### src/rtl/fsm_drv_pkg.sv
// Shared types and protocol constants for the transaction driver and its phase checker.
package fsm_drv_pkg;

    typedef enum logic [3:0] {
        D_IDLE,
        D_START,
        D_HDR,
        D_SEL,
        D_P1,
        D_P2,
        D_P3,
        D_DN,
        D_ERR
    } drv_state_e;

    localparam logic [7:0] HDR_OK   = 8'h01;
    localparam logic [7:0] HDR_BAD  = 8'h00;
    localparam logic [7:0] SEL_CMD  = 8'h0A;
    localparam logic [7:0] P2_SET   = 8'h80;
    localparam logic [7:0] ERR_EXIT = 8'h07;
    localparam logic [7:0] ERR_CODE = 8'hEE;

endpackage

### src/rtl/fsm_drv_checker.sv
// Combinational per-phase check of the consumer response against the value each phase expects.
module fsm_drv_checker
    import fsm_drv_pkg::*;
(
    input  drv_state_e  state,
    input  logic [7:0]  payload,
    input  logic [7:0]  rx_data,
    input  logic        rx_done,
    output logic        mismatch
);

    logic [7:0] p2_data;
    logic [7:0] exp_data;
    logic       chk_data;

    assign p2_data = payload | P2_SET;

    // NOTE: every always_comb output gets a default first so no path can infer a latch.
    always_comb begin
        exp_data = 8'h00;
        chk_data = 1'b0;
        case (state)
            D_SEL: begin exp_data = SEL_CMD;               chk_data = 1'b1; end
            D_P1:  begin exp_data = payload + 8'd1;        chk_data = 1'b1; end
            D_P2:  begin exp_data = {p2_data[6:0], 1'b0};  chk_data = 1'b1; end
            D_P3:  begin exp_data = ~payload;              chk_data = 1'b1; end
            D_DN:  begin exp_data = payload;               chk_data = 1'b1; end
            D_ERR: begin exp_data = ERR_CODE;              chk_data = 1'b1; end
            default: ;
        endcase
    end

    // rx_done must be high in D_DN and low in every other active phase.
    always_comb begin
        mismatch = 1'b0;
        if (state != D_IDLE) begin
            mismatch = (rx_done != (state == D_DN)) || (chk_data && (rx_data != exp_data));
        end
    end

endmodule

### src/rtl/fsm_txn_driver.sv
// Transaction driver sequencing a consumer FSM through header/select/payload phases or an abort path.
// Define FSM_DRV_CHECK_EN to build the per-phase response checker that drives rsp_err.
module fsm_txn_driver
    import fsm_drv_pkg::*;
(
    input  logic        clk,
    input  logic        rst_n,
    input  logic        req_valid,
    output logic        req_ready,
    input  logic [7:0]  req_payload,
    input  logic        req_abort,
    output logic        tx_start,
    output logic [7:0]  tx_data,
    input  logic [7:0]  rx_data,
    input  logic        rx_done,
    output logic        rsp_valid,
    output logic [7:0]  rsp_data,
    output logic        rsp_err
);

    drv_state_e state_q, state_d;
    logic [7:0] pay_q;
    logic       abort_q;
    logic       accept;
    logic       final_phase;
    logic       rsp_valid_q;
    logic [7:0] rsp_data_q;

    assign req_ready   = (state_q == D_IDLE);
    assign accept      = req_valid && req_ready;
    assign final_phase = (state_q == D_DN) || (state_q == D_ERR);

    always_comb begin
        state_d = state_q;
        case (state_q)
            D_IDLE:  if (req_valid) state_d = D_START;
            D_START: state_d = D_HDR;
            D_HDR:   state_d = abort_q ? D_ERR : D_SEL;
            D_SEL:   state_d = D_P1;
            D_P1:    state_d = D_P2;
            D_P2:    state_d = D_P3;
            D_P3:    state_d = D_DN;
            D_DN:    state_d = D_IDLE;
            D_ERR:   state_d = D_IDLE;
            default: state_d = D_IDLE;
        endcase
    end

    always_comb begin
        tx_start = (state_q == D_START);
        tx_data  = 8'h00;
        case (state_q)
            D_HDR:            tx_data = abort_q ? HDR_BAD : HDR_OK;
            D_SEL:            tx_data = SEL_CMD;
            D_P1, D_P3, D_DN: tx_data = pay_q;
            D_P2:             tx_data = pay_q | P2_SET;
            D_ERR:            tx_data = ERR_EXIT;
            default:          tx_data = 8'h00;
        endcase
    end

    // NOTE: sequential state uses non-blocking assignments so every register samples pre-edge values.
    always_ff @(posedge clk or negedge rst_n) begin
        if (!rst_n) begin
            state_q     <= D_IDLE;
            pay_q       <= 8'h00;
            abort_q     <= 1'b0;
            rsp_valid_q <= 1'b0;
            rsp_data_q  <= 8'h00;
        end else begin
            state_q     <= state_d;
            rsp_valid_q <= final_phase;
            if (accept) begin
                pay_q   <= req_payload;
                abort_q <= req_abort;
            end
            if (final_phase) rsp_data_q <= rx_data;
        end
    end

    assign rsp_valid = rsp_valid_q;
    assign rsp_data  = rsp_data_q;

`ifdef FSM_DRV_CHECK_EN
    logic mismatch;
    logic err_acc_q;
    logic rsp_err_q;

    fsm_drv_checker u_checker (
        .state    (state_q),
        .payload  (pay_q),
        .rx_data  (rx_data),
        .rx_done  (rx_done),
        .mismatch (mismatch)
    );

    // err_acc_q tracks the running transaction; rsp_err_q is the published copy that holds between pulses.
    always_ff @(posedge clk or negedge rst_n) begin
        if (!rst_n) begin
            err_acc_q <= 1'b0;
            rsp_err_q <= 1'b0;
        end else begin
            if (accept) begin
                err_acc_q <= 1'b0;
            end else if (mismatch) begin
                err_acc_q <= 1'b1;
            end
            if (final_phase) rsp_err_q <= err_acc_q | mismatch;
        end
    end

    assign rsp_err = rsp_err_q;
`else
    logic unused_rx_done;
    assign unused_rx_done = rx_done;
    assign rsp_err        = 1'b0;
`endif

endmodule

### config.mk
export PLATFORM = sky130hd
export DESIGN_NAME = fsm_txn_driver
export DESIGN_NICKNAME = d
export VERILOG_FILES = /design/src/rtl/fsm_drv_pkg.sv /design/src/rtl/fsm_drv_checker.sv /design/src/rtl/fsm_txn_driver.sv
export SDC_FILE = /design/constraint.sdc
export NUM_CORES = 1
export LEC_CHECK = 0
export BUFFER_PORTS_ARGS = -buffer_cell sky130_fd_sc_hd__buf_2
export CORE_MARGIN = 1
export CORE_UTILIZATION = 51
export DETAILED_ROUTE_END_ITERATION = 16
export PLACE_DENSITY_LB_ADDON = 0.3
export SLEW_MARGIN = 0
export SYNTH_ARGS = -nofsm -noshare
export SYNTH_HDL_FRONTEND = slang
export SYNTH_SLANG_ARGS = --single-unit
### constraint.sdc
create_clock -name clk -period 2.9 [get_ports clk]
set_clock_uncertainty 0.15 [all_clocks]
set_input_delay 0.29 -clock clk [delete_from_list [all_inputs] [get_ports clk]]
set_output_delay 0.29 -clock clk [all_outputs]
set_load 0.1 [all_outputs]
Yosys cells after proc, flatten, opt, wreduce, memory -nomap -nowiden
Cells that the tools add are included.

Input bits: 21. Bits in registers: 22.

Equality and inequality tests: 9. Reductions and logical operators: 4. Mux-type cells: 5.

Operators with widths (number): one-hot mux 8 bit (5 select lines) (1); one-hot mux 4 bit (7 select lines) (1); equality test 4 x 3 -> 1 bit (second input constant) (4); equality test 4 x 2 -> 1 bit (second input constant) (2); 2-to-1 mux 4 bit (2); equality test 4 x 1 -> 1 bit (second input constant) (1); equality test 4 bit (second input constant) (1); logical NOT 4 bit (1); OR reduction 3 bit (1); inequality test 2 bit (second input constant) (1); logical AND 1 bit (1); logical OR 1 bit (1); 2-to-1 mux 1 bit (1).

Longest topological paths before layout
Gate-level depths: netlist of the first run.

Depth after elaboration: 3. Depth in mapped cells: 5.

Worst setup path after synthesis of the first run
No wires, ideal clock.

Path type: register -> output. Start point: reg state_q[3]. End point: out tx_data[0]. Data required time: 2.460 ns. Stages on the path, launching flop included: 5. Setup slack: -0.501 ns. Arrival time: 2.961 ns. Path through: dfrtp_1 buf_4 nor2b_1 a21oi_1 o31ai_1.

Word-level cells in the longest chain between the ends: 3. Elaborated cells on any way between the ends: 9. Those cells by class: eq/ne (7); mux (1); reduce/logical (1).

Ends and longest elaborated chain: start, declared (line fsm_txn_driver.sv:21) `drv_state_e state_q, state_d;`; start signal, assigned (line fsm_txn_driver.sv:71) `state_q <= state_d;`; equality test 4 x 3 -> 1 bit (line fsm_txn_driver.sv:52) `case (state_q)`; OR reduction 3 bit (line fsm_txn_driver.sv:52); one-hot mux 8 bit (5 select lines) * (line fsm_txn_driver.sv:52); end, declared (line fsm_txn_driver.sv:13) `output logic [7:0] tx_data,`.

Every way passes the cells marked *; elsewhere a longest branch is shown, timed or not.

Final worst setup path of the first run
Start point: reg state_q[1]. End point: out tx_data[0].

The elaborated chain is that of the path after synthesis.

==> reports/results.txt, run 1 <==
Status: finished, final reports clean
YS warnings: 0
Ant. Diodes: 0
CP max stage delay: 0.59 ns
All-Layer GR Usage: 18.2%
Met2 Track Usage GR: 31.1%
Vias in the first global route: 665
Final Hold Fails: 0
GR peak layer: met2
GRT met3 Usage: 3.33%
DR WL/cell: 13.5 um
Crit path launch type: flop
Sequential area share after synthesis: 50.8%
Multi-input gate area: 479 um2
Register area: 551 um2
Post-route cell area: 1320 um2
Routed Wire Length: 1980 um
H-Tree Level Count: 1
CTS root buf: clkbuf_4
Vias per inst: 5.07
Yosys reg bits: 22
Crit path kind: flop to output pin
Cells along the critical path: nor2b_1 > a21oi_1 > o31ai_2 > buf_2
Initial antenna violation count: 0
CTS resizes: 0
Setup TNS: 0 ns
RSZ-0062 raised after global routing: false
Core Box Area: 1980 um2
I/O Pins: 41
Placement Cell Area: 1260 um2
RD Place Congestion: 0.720
Starting DRC count in detailed routing: 3
Skew-Pair Late Insertion Delay: 0.30 ns
Vias: 746
Netlist cell types: 23
Most frequent cells in the layout: buf_2, dfrtp_1, mux2_4
Drt pass-1 iters: 4
Worst-case clock buffer depth: 2
Initial Utilization: 54.7%
Final min period: 2.42 ns
Cells taking the most area after synthesis: dfrtp_1, mux2_4, mux2_2, buf_6, nor2b_1
Die Width: 48.1 um
FP Rows: 16
Largest net degree at the start of global routing: 23
Worst path bufs/invs: 1
Layout cells sized above 1: 55.8%
Grt ovf: 0
Detail Route Antenna Nets: 0
Internal reg-to-reg setup slack: 0.99 ns
Worst hold path class: primary input to flop
Die area: 2310 um2
Yosys top cell area share: 50.8%
Syn-to-layout area delta: 22.2%
CTS tree: yes
Synth Cell Area: 1080 um2
Post-Syn Nets: 104
Global-route wire length before repair: 2850 um
Cells after synthesis: 83
Slew Limit Fails: 0
Port Buffer Count: 38
Post-synth top area cell: dfrtp_1
Die Span Y: 48.1 um
Worst endpoint required time: 2.46 ns
Relative slew slack: 66.0%
Crit-path max FO: 9
Critical path endpoint category: output pin
Fillers: 157
Post-CTS Setup Repair Bufs: 0
DRC viols: 0
Avg Cell Area, Syn: 13.1 um2
Final HPWL DP: 1400 um
Met1 Resource Use GR: 23.0%
CTS Buf Count: 3
Slowest-stage cell, CP: dfrtp_1
Top cell family by delay on the critical path: flip-flops
Period utilization: 83.5%
Max-Cap Viols: 0
Fin nets: 142
CP arrival: 1.98 ns
Clk slew on worst S/H paths: 0.12 ns
# setup viols final: 0
F_max: 0.413 GHz
Clk sinks: 22
Commonest non-fill, non-tap cell in the layout: buf_2
Worst-Margin Slew: 0.510 ns
## cell type report
type	count	area share (%)
clock buffers	3	1.70
multi-input cells	53	36.2
repair buffers	39	15.1
well taps	27	2.55
inverters	2	0.567
flip-flops and latches	22	41.6
clock inverters	1	2.27
## per-layer routing
| metal | up-vias | wire (um) |
|---|---|---|
| met5 | - | 0 |
| met4 | 0 | 44 |
| met3 | 4 | 88 |
| met2 | 27 | 1030 |
| met1 | 362 | 813 |
| li1 | 353 | - |
## synth_stat cells (all sizes together)
master / n
a21oi: 5
a31o: 1
inv: 2
o21ai: 2
a211oi: 1
mux2: 17
nor4: 1
o31ai: 1
and2: 3
nor4b: 1
conb: 1
and2b: 1
dfrtp: 22
mux2i: 1
a21o: 1
buf: 6
or2: 1
nor2b: 5
nand2: 8
nor3: 3
## path summary, 6_finish.rpt
check / startpoint / to / cells past startpoint
max: state_q[1] / tx_data[0] / 4
min: req_payload[6] / pay_q[6] / 2
max reg2reg: state_q[2] / rsp_data[3] / 3
min reg2reg: rsp_data[4] / rsp_data[4] / 1
max in group asynchronous: rst_n / rsp_data[7] / 2
min in group asynchronous: rst_n / state_q[3] / 2
## flip-flops by register name (all words and copies together), names as in the netlist
signal     count
pay_q          8
rsp_data       8
state_q        4
abort_q        1
rsp_valid      1
## through the flow
step | hold slack [ns] | instances | setup WS, ns | utilization, %
6_report | 0.0555 | 147 | 0.479 | 66.8
5_1_grt | 0.0423 | 147 | 0.408 | 66.8
4_1_cts | 0.0456 | 147 | 0.484 | 66.8
3_5_place_dp | 0.120 | 142 | 0.860 | 63.6
3_3_place_gp | 0.118 | 142 | 0.867 | 63.6
2_1_floorplan | -0.156 | 83 | 0.109 | -
## kinds of logic (layout without fill, tap and decap cells)
kind of cell / after synthesis / after routing / synth area share, %
and+or+nand+nor: 23 / 23 / 15.1
DFF: 22 / 22 / 50.8
muxes: 18 / 18 / 21.7
AOI/OAI and AO/OA: 11 / 11 / 6.12
buffers and inverters: 8 / 45 / 5.89
other: 1 / 1 / 0.346
## what timing repair did
action                                 4_1_cts  5_1_grt
setup endpoints to repair                    0        0
endpoints found under the hold margin       22        0
hold buffers                                 1        0
Power of run 1 is left out: the tool's default activity adds up to more than one toggle a clock period on the data nets, which glitch-free logic cannot reach.
==> run 2: changes to the inputs <==
Settings changed: CORE_UTILIZATION 51 to 47.
Clock period 2.9 ns to 2.35 ns, I/O delays scaled along.
==> reports/results.txt, run 2 (synthesized netlist as in run 1, its figures left out) <==
Status: finished, final reports clean (unchanged)
Worst-case clock buffer depth: 2 (unchanged)
Starting DRC count in detailed routing: 6 (was 3)
Worst path bufs/invs: 1 (unchanged)
Layout cells sized above 1: 52.2% (was 55.8%)
Top Metal Used: met4 (unchanged)
H-Tree Level Count: 1 (unchanged)
RSZ-0062 raised after global routing: false (unchanged)
Cells along the critical path: nor2b_1 > a21oi_1 > o31ai_2 > buf_2 (unchanged)
Port Buffer Count: 38 (unchanged)
DR WL met3: 49 um (was 88 um)
Syn-to-layout area delta: 38.1% (was 22.2%)
Post-route insts no fill: 164 (was 147)
CP max stage delay: 0.60 ns (was 0.59 ns)
Crit path launch type: flop (unchanged)
FP Rows: 17 (was 16)
Vias: 817 (was 746)
Drt pass-1 iters: 4 (unchanged)
Final HPWL DP: 1440 um (was 1400 um)
Largest net degree at the start of global routing: 23 (unchanged)
DRC viols: 0 (unchanged)
Multi-input gate area: 485 um2 (was 479 um2)
# setup viols final: 0 (unchanged)
Final Hold Fails: 0 (unchanged)
Number of instances in the placed design: 143 (was 142)
Crit-path max FO: 9 (unchanged)
Commonest non-fill, non-tap cell in the layout: buf_2 (unchanged)
Vias in the first global route: 793 (was 665)
Crit path kind: flop to output pin (unchanged)
Die area: 2500 um2 (was 2310 um2)
Critical path endpoint category: output pin (unchanged)
Max-Cap Viols: 0 (unchanged)
Routed Wire Length: 2190 um (was 1980 um)
CTS Buf Count: 3 (unchanged)
Fillers: 160 (was 157)
Slew Limit Fails: 0 (unchanged)
Post-CTS Setup Repair Bufs: 0 (unchanged)
Clk slew on worst S/H paths: 0.12 ns (about the same)
CTS tree: yes (unchanged)
Die Width: 50.0 um (was 48.1 um)
Detail Route Antenna Nets: 0 (unchanged)
I/O Pins: 41 (unchanged)
Wire length on met1: 952 um (was 813 um)
Global-route wire length before repair: 3560 um (was 2850 um)
Final min period: 2.26 ns
Core Box Area: 2190 um2 (was 1980 um2)
Initial Utilization: 49.5% (was 54.7%)
Clk sinks: 22 (unchanged)
F_max: 0.443 GHz
CP arrival: 1.87 ns (was 1.98 ns)
Most frequent cells in the layout: buf_2, dfrtp_1, dlygate4sd3_1 (was buf_2, dfrtp_1, mux2_4)
Top cell family by delay on the critical path: flip-flops (unchanged)
DR WL/cell: 13.3 um (was 13.5 um)
Register area: 553 um2 (was 551 um2)
Worst hold path class: primary input to flop (unchanged)
Skew-Pair Late Insertion Delay: 0.31 ns (was 0.30 ns)
Die Span Y: 50.0 um (was 48.1 um)
CTS root buf: clkbuf_4 (unchanged)
Fin nets: 158 (was 142)
Initial antenna violation count: 0 (unchanged)
RD Place Congestion: 0.725 (was 0.720)
Met2 routed WL: 1130 um (was 1030 um)
Slowest-stage cell, CP: dfrtp_1 (unchanged)
All-Layer GR Usage: 19.0% (was 18.2%)
Vias per inst: 4.98 (was 5.07)
Worst endpoint required time: 1.97 ns (was 2.46 ns)
Period utilization: 96.1%
Ant. Diodes: 0 (unchanged)
Grt ovf: 0 (unchanged)
run 2: layout make-up:
| cell class | instances | area share [%] |
|---|---|---|
| Multi-Input combinational cell | 53 | 32.4 |
| Inverter | 2 | 0.502 |
| Tap cell | 28 | 2.34 |
| Clock inverter | 1 | 2.01 |
| Timing Repair Buffer | 55 | 24.2 |
| Clock buffer | 3 | 1.51 |
| Sequential cell | 22 | 37.0 |
run 2: per-layer routing:
metal | track usage, % | vias to the layer above
met4 | 8.57 | 0
met3 | 3.40 | 6
met1 | 24.6 | 408
li1 | - | 387
met5 | 0 | -
met2 | 30.7 | 16
run 2: worst register-to-register path, stage by stage (launching register included):
cell and delay (ns):
dfrtp_1 0.55, and2b_4 0.38, a31o_2 0.31, mux2_2 0.37
run 2: final timing paths:
| check | slack [ns] | depth (start not counted) | from | endpoint |
|---|---|---|---|---|
| min | 0.01 | 2 | req_abort | abort_q |
| max | 0.09 | 4 | state_q[1] | tx_data[0] |
| max reg2reg | 0.50 | 3 | state_q[3] | rsp_data[4] |
| max in group asynchronous | 1.44 | 2 | rst_n | state_q[2] |
| min reg2reg | 0.37 | 1 | rsp_data[0] | rsp_data[0] |
| min in group asynchronous | 0.25 | 2 | rst_n | rsp_data[2] |
run 2: timing repair:
action                                  CTS  global route
hold buffers                             16             1
resized for setup                         0             3
endpoints found under the setup margin    0             3
endpoints found under the hold margin    37             1
run 2: stage by stage:
stage	worst slack, ns	utilization, %	hold WS [ns]	TNS [ns]	instance area [um2]
floorplan	-0.221	-	-0.211	-2.24	1100
global placement	0.394	57.9	0.0674	0	1270
detailed placement	0.375	57.9	0.0763	0	1270
CTS	0.0136	67.6	0.00247	0	1480
global route	0.0109	68.3	0.000199	0	1500
finish	0.0908	68.3	0.0102	0	1500
Power of run 2 is left out for the same reason.
==> run 3: changes to the inputs <==
Settings changed: BUFFER_PORTS_ARGS -buffer_cell sky130_fd_sc_hd__buf_2 to default, CORE_UTILIZATION 47 to 60, DONT_BUFFER_PORTS from default to 1, SETUP_SLACK_MARGIN from default to 0.15.
==> reports/results.txt, run 3 (synthesized netlist as in run 1, its figures left out) <==
Worst hold path class: primary input to flop (unchanged)
Crit path kind: flop to output pin (unchanged)
Critical path endpoint category: output pin (unchanged)
Initial Utilization: 68.0% (was 49.5%)
I/O Pins: 41 (unchanged)
Skew-Pair Late Insertion Delay: 0.31 ns (about the same)
Vias: 773 (was 817)
Fillers: 66 (was 160)
Layout cells sized above 1: 41.8% (was 52.2%)
Port Buffer Count: 0 (was 38)
CP arrival: 1.75 ns (was 1.87 ns)
Worst-case clock buffer depth: 2 (unchanged)
RD Place Congestion: 0.790 (was 0.725)
Routed Wire Length: 2460 um (was 2190 um)
Slowest-stage cell, CP: dfrtp_1 (unchanged)
Worst-Margin Slew: 0.954 ns
Crit-path max FO: 8 (was 9)
RSZ-0062 raised after global routing: false (unchanged)
CTS tree: yes (unchanged)
CTS root buf: clkbuf_4 (unchanged)
Multi-input gate area: 504 um2 (was 485 um2)
Status: finished, final reports clean (unchanged)
Ant. Diodes: 0 (unchanged)
Fin nets: 132 (was 158)
Vias in the first global route: 813 (was 793)
Crit path launch type: flop (unchanged)
Most frequent cells in the layout: dfrtp_1, dlygate4sd3_1, buf_4 (was buf_2, dfrtp_1, dlygate4sd3_1)
Commonest non-fill, non-tap cell in the layout: dfrtp_1 (was buf_2)
Number of instances in the placed design: 112 (was 143)
Largest net degree at the start of global routing: 23 (unchanged)
DR WL/cell: 18.4 um (was 13.3 um)
F_max: 0.469 GHz (was 0.443 GHz)
Vias per inst: 5.77 (was 4.98)
Core Box Area: 1590 um2 (was 2190 um2)
Syn-to-layout area delta: 30.6% (was 38.1%)
Clk sinks: 22 (unchanged)
Core Util, Final: 88.8% (was 68.3%)
Max-Cap Viols: 0 (unchanged)
Slew Limit Fails: 0 (unchanged)
Register area: 554 um2 (was 553 um2)
CTS Buf Count: 3 (unchanged)
DRC viols: 0 (unchanged)
Final min period: 2.13 ns (was 2.26 ns)
Final Hold Fails: 0 (unchanged)
Post-route insts no fill: 134 (was 164)
Worst setup margin: 0.217 ns (was 0.0908 ns)
Post-CTS Setup Repair Bufs: 0 (unchanged)
Clk slew on worst S/H paths: 0.13 ns (was 0.12 ns)
Starting DRC count in detailed routing: 18 (was 6)
H-Tree Level Count: 1 (unchanged)
Grt ovf: 0 (unchanged)
Worst endpoint required time: 1.97 ns (about the same)
Internal reg-to-reg setup slack: 0.55 ns (was 0.50 ns)
Detail Route Antenna Nets: 0 (unchanged)
Relative slew slack: 36.2%
# setup viols final: 0 (unchanged)
Die Span Y: 44.5 um (was 50.0 um)
Global-route wire length before repair: 3880 um (was 3560 um)
Die Width: 44.5 um (was 50.0 um)
Drt pass-1 iters: 4 (unchanged)
Pre-CTS setup slack: 0.445 ns (was 0.375 ns)
CP max stage delay: 0.48 ns (was 0.60 ns)
Cells along the critical path: buf_4 > or2_2 > a21oi_2 > buf_6 (was nor2b_1 > a21oi_1 > o31ai_2 > buf_2)
FP Rows: 14 (was 17)
All-Layer GR Usage: 29.0% (was 19.0%)
Period utilization: 90.8% (was 96.1%)
Initial antenna violation count: 0 (unchanged)
Die area: 1980 um2 (was 2500 um2)
Final HPWL DP: 1330 um (was 1440 um)
## run 3: worst max-delay path, delay by kind of cell, from the launching register on
kind                   cells  cell delay [ns]
buffers and inverters      2             0.46
AO/OA/AOI/OAI              1             0.16
flip-flops                 1             0.48
AND/OR/NAND/NOR            1             0.34
## run 3: timing repair
| action | 4_1_cts | 5_1_grt |
|---|---|---|
| pin swaps | 0 | 0 |
| hold buffers | 18 | 0 |
| gates resized for setup | 1 | 3 |
| endpoints found under the hold margin | 39 | 0 |
| endpoints found under the setup margin | 1 | 4 |
## run 3: per-stage QoR
step | TNS [ns] | instance area [um2] | hold WS (ns)
6_report | 0 | 1420 | 0.0553
5_1_grt | 0 | 1420 | 0.0372
4_1_cts | 0 | 1410 | 0.00444
3_5_place_dp | 0 | 1170 | -0.210
3_3_place_gp | 0 | 1170 | -0.210
2_1_floorplan | -2.24 | 1100 | -0.211
## run 3: layout make-up
cell class	instances	area share, %
Sequential cell	22	39.2
Timing Repair Buffer	29	18.8
Clock buffer	3	1.59
Inverter	2	0.531
Clock inverter	1	2.12
Multi-Input combinational cell	53	35.6
Tap cell	24	2.12
## run 3: per-layer routing
layer / GRT usage (%) / share of wire [%] / vias to the layer above
li1: - / - / 335
met1: 32.8 / 37 / 380
met2: 49.4 / 52 / 50
met3: 11.4 / 8.6 / 8
met4: 10.9 / 2.6 / 0
met5: 0 / 0 / -
## run 3: worst paths after layout
kind                            startpoint          end  depth (start not counted)
worst min register to register    pay_q[3]     pay_q[3]                          1
worst max-delay path            state_q[2]   tx_data[3]                          4
worst min-delay path             req_valid   state_q[0]                          2
worst max register to register  state_q[3]  rsp_data[6]                          3
max in group asynchronous            rst_n   state_q[1]                          1
min in group asynchronous            rst_n   state_q[2]                          1
Power of run 3 is left out for the same reason.
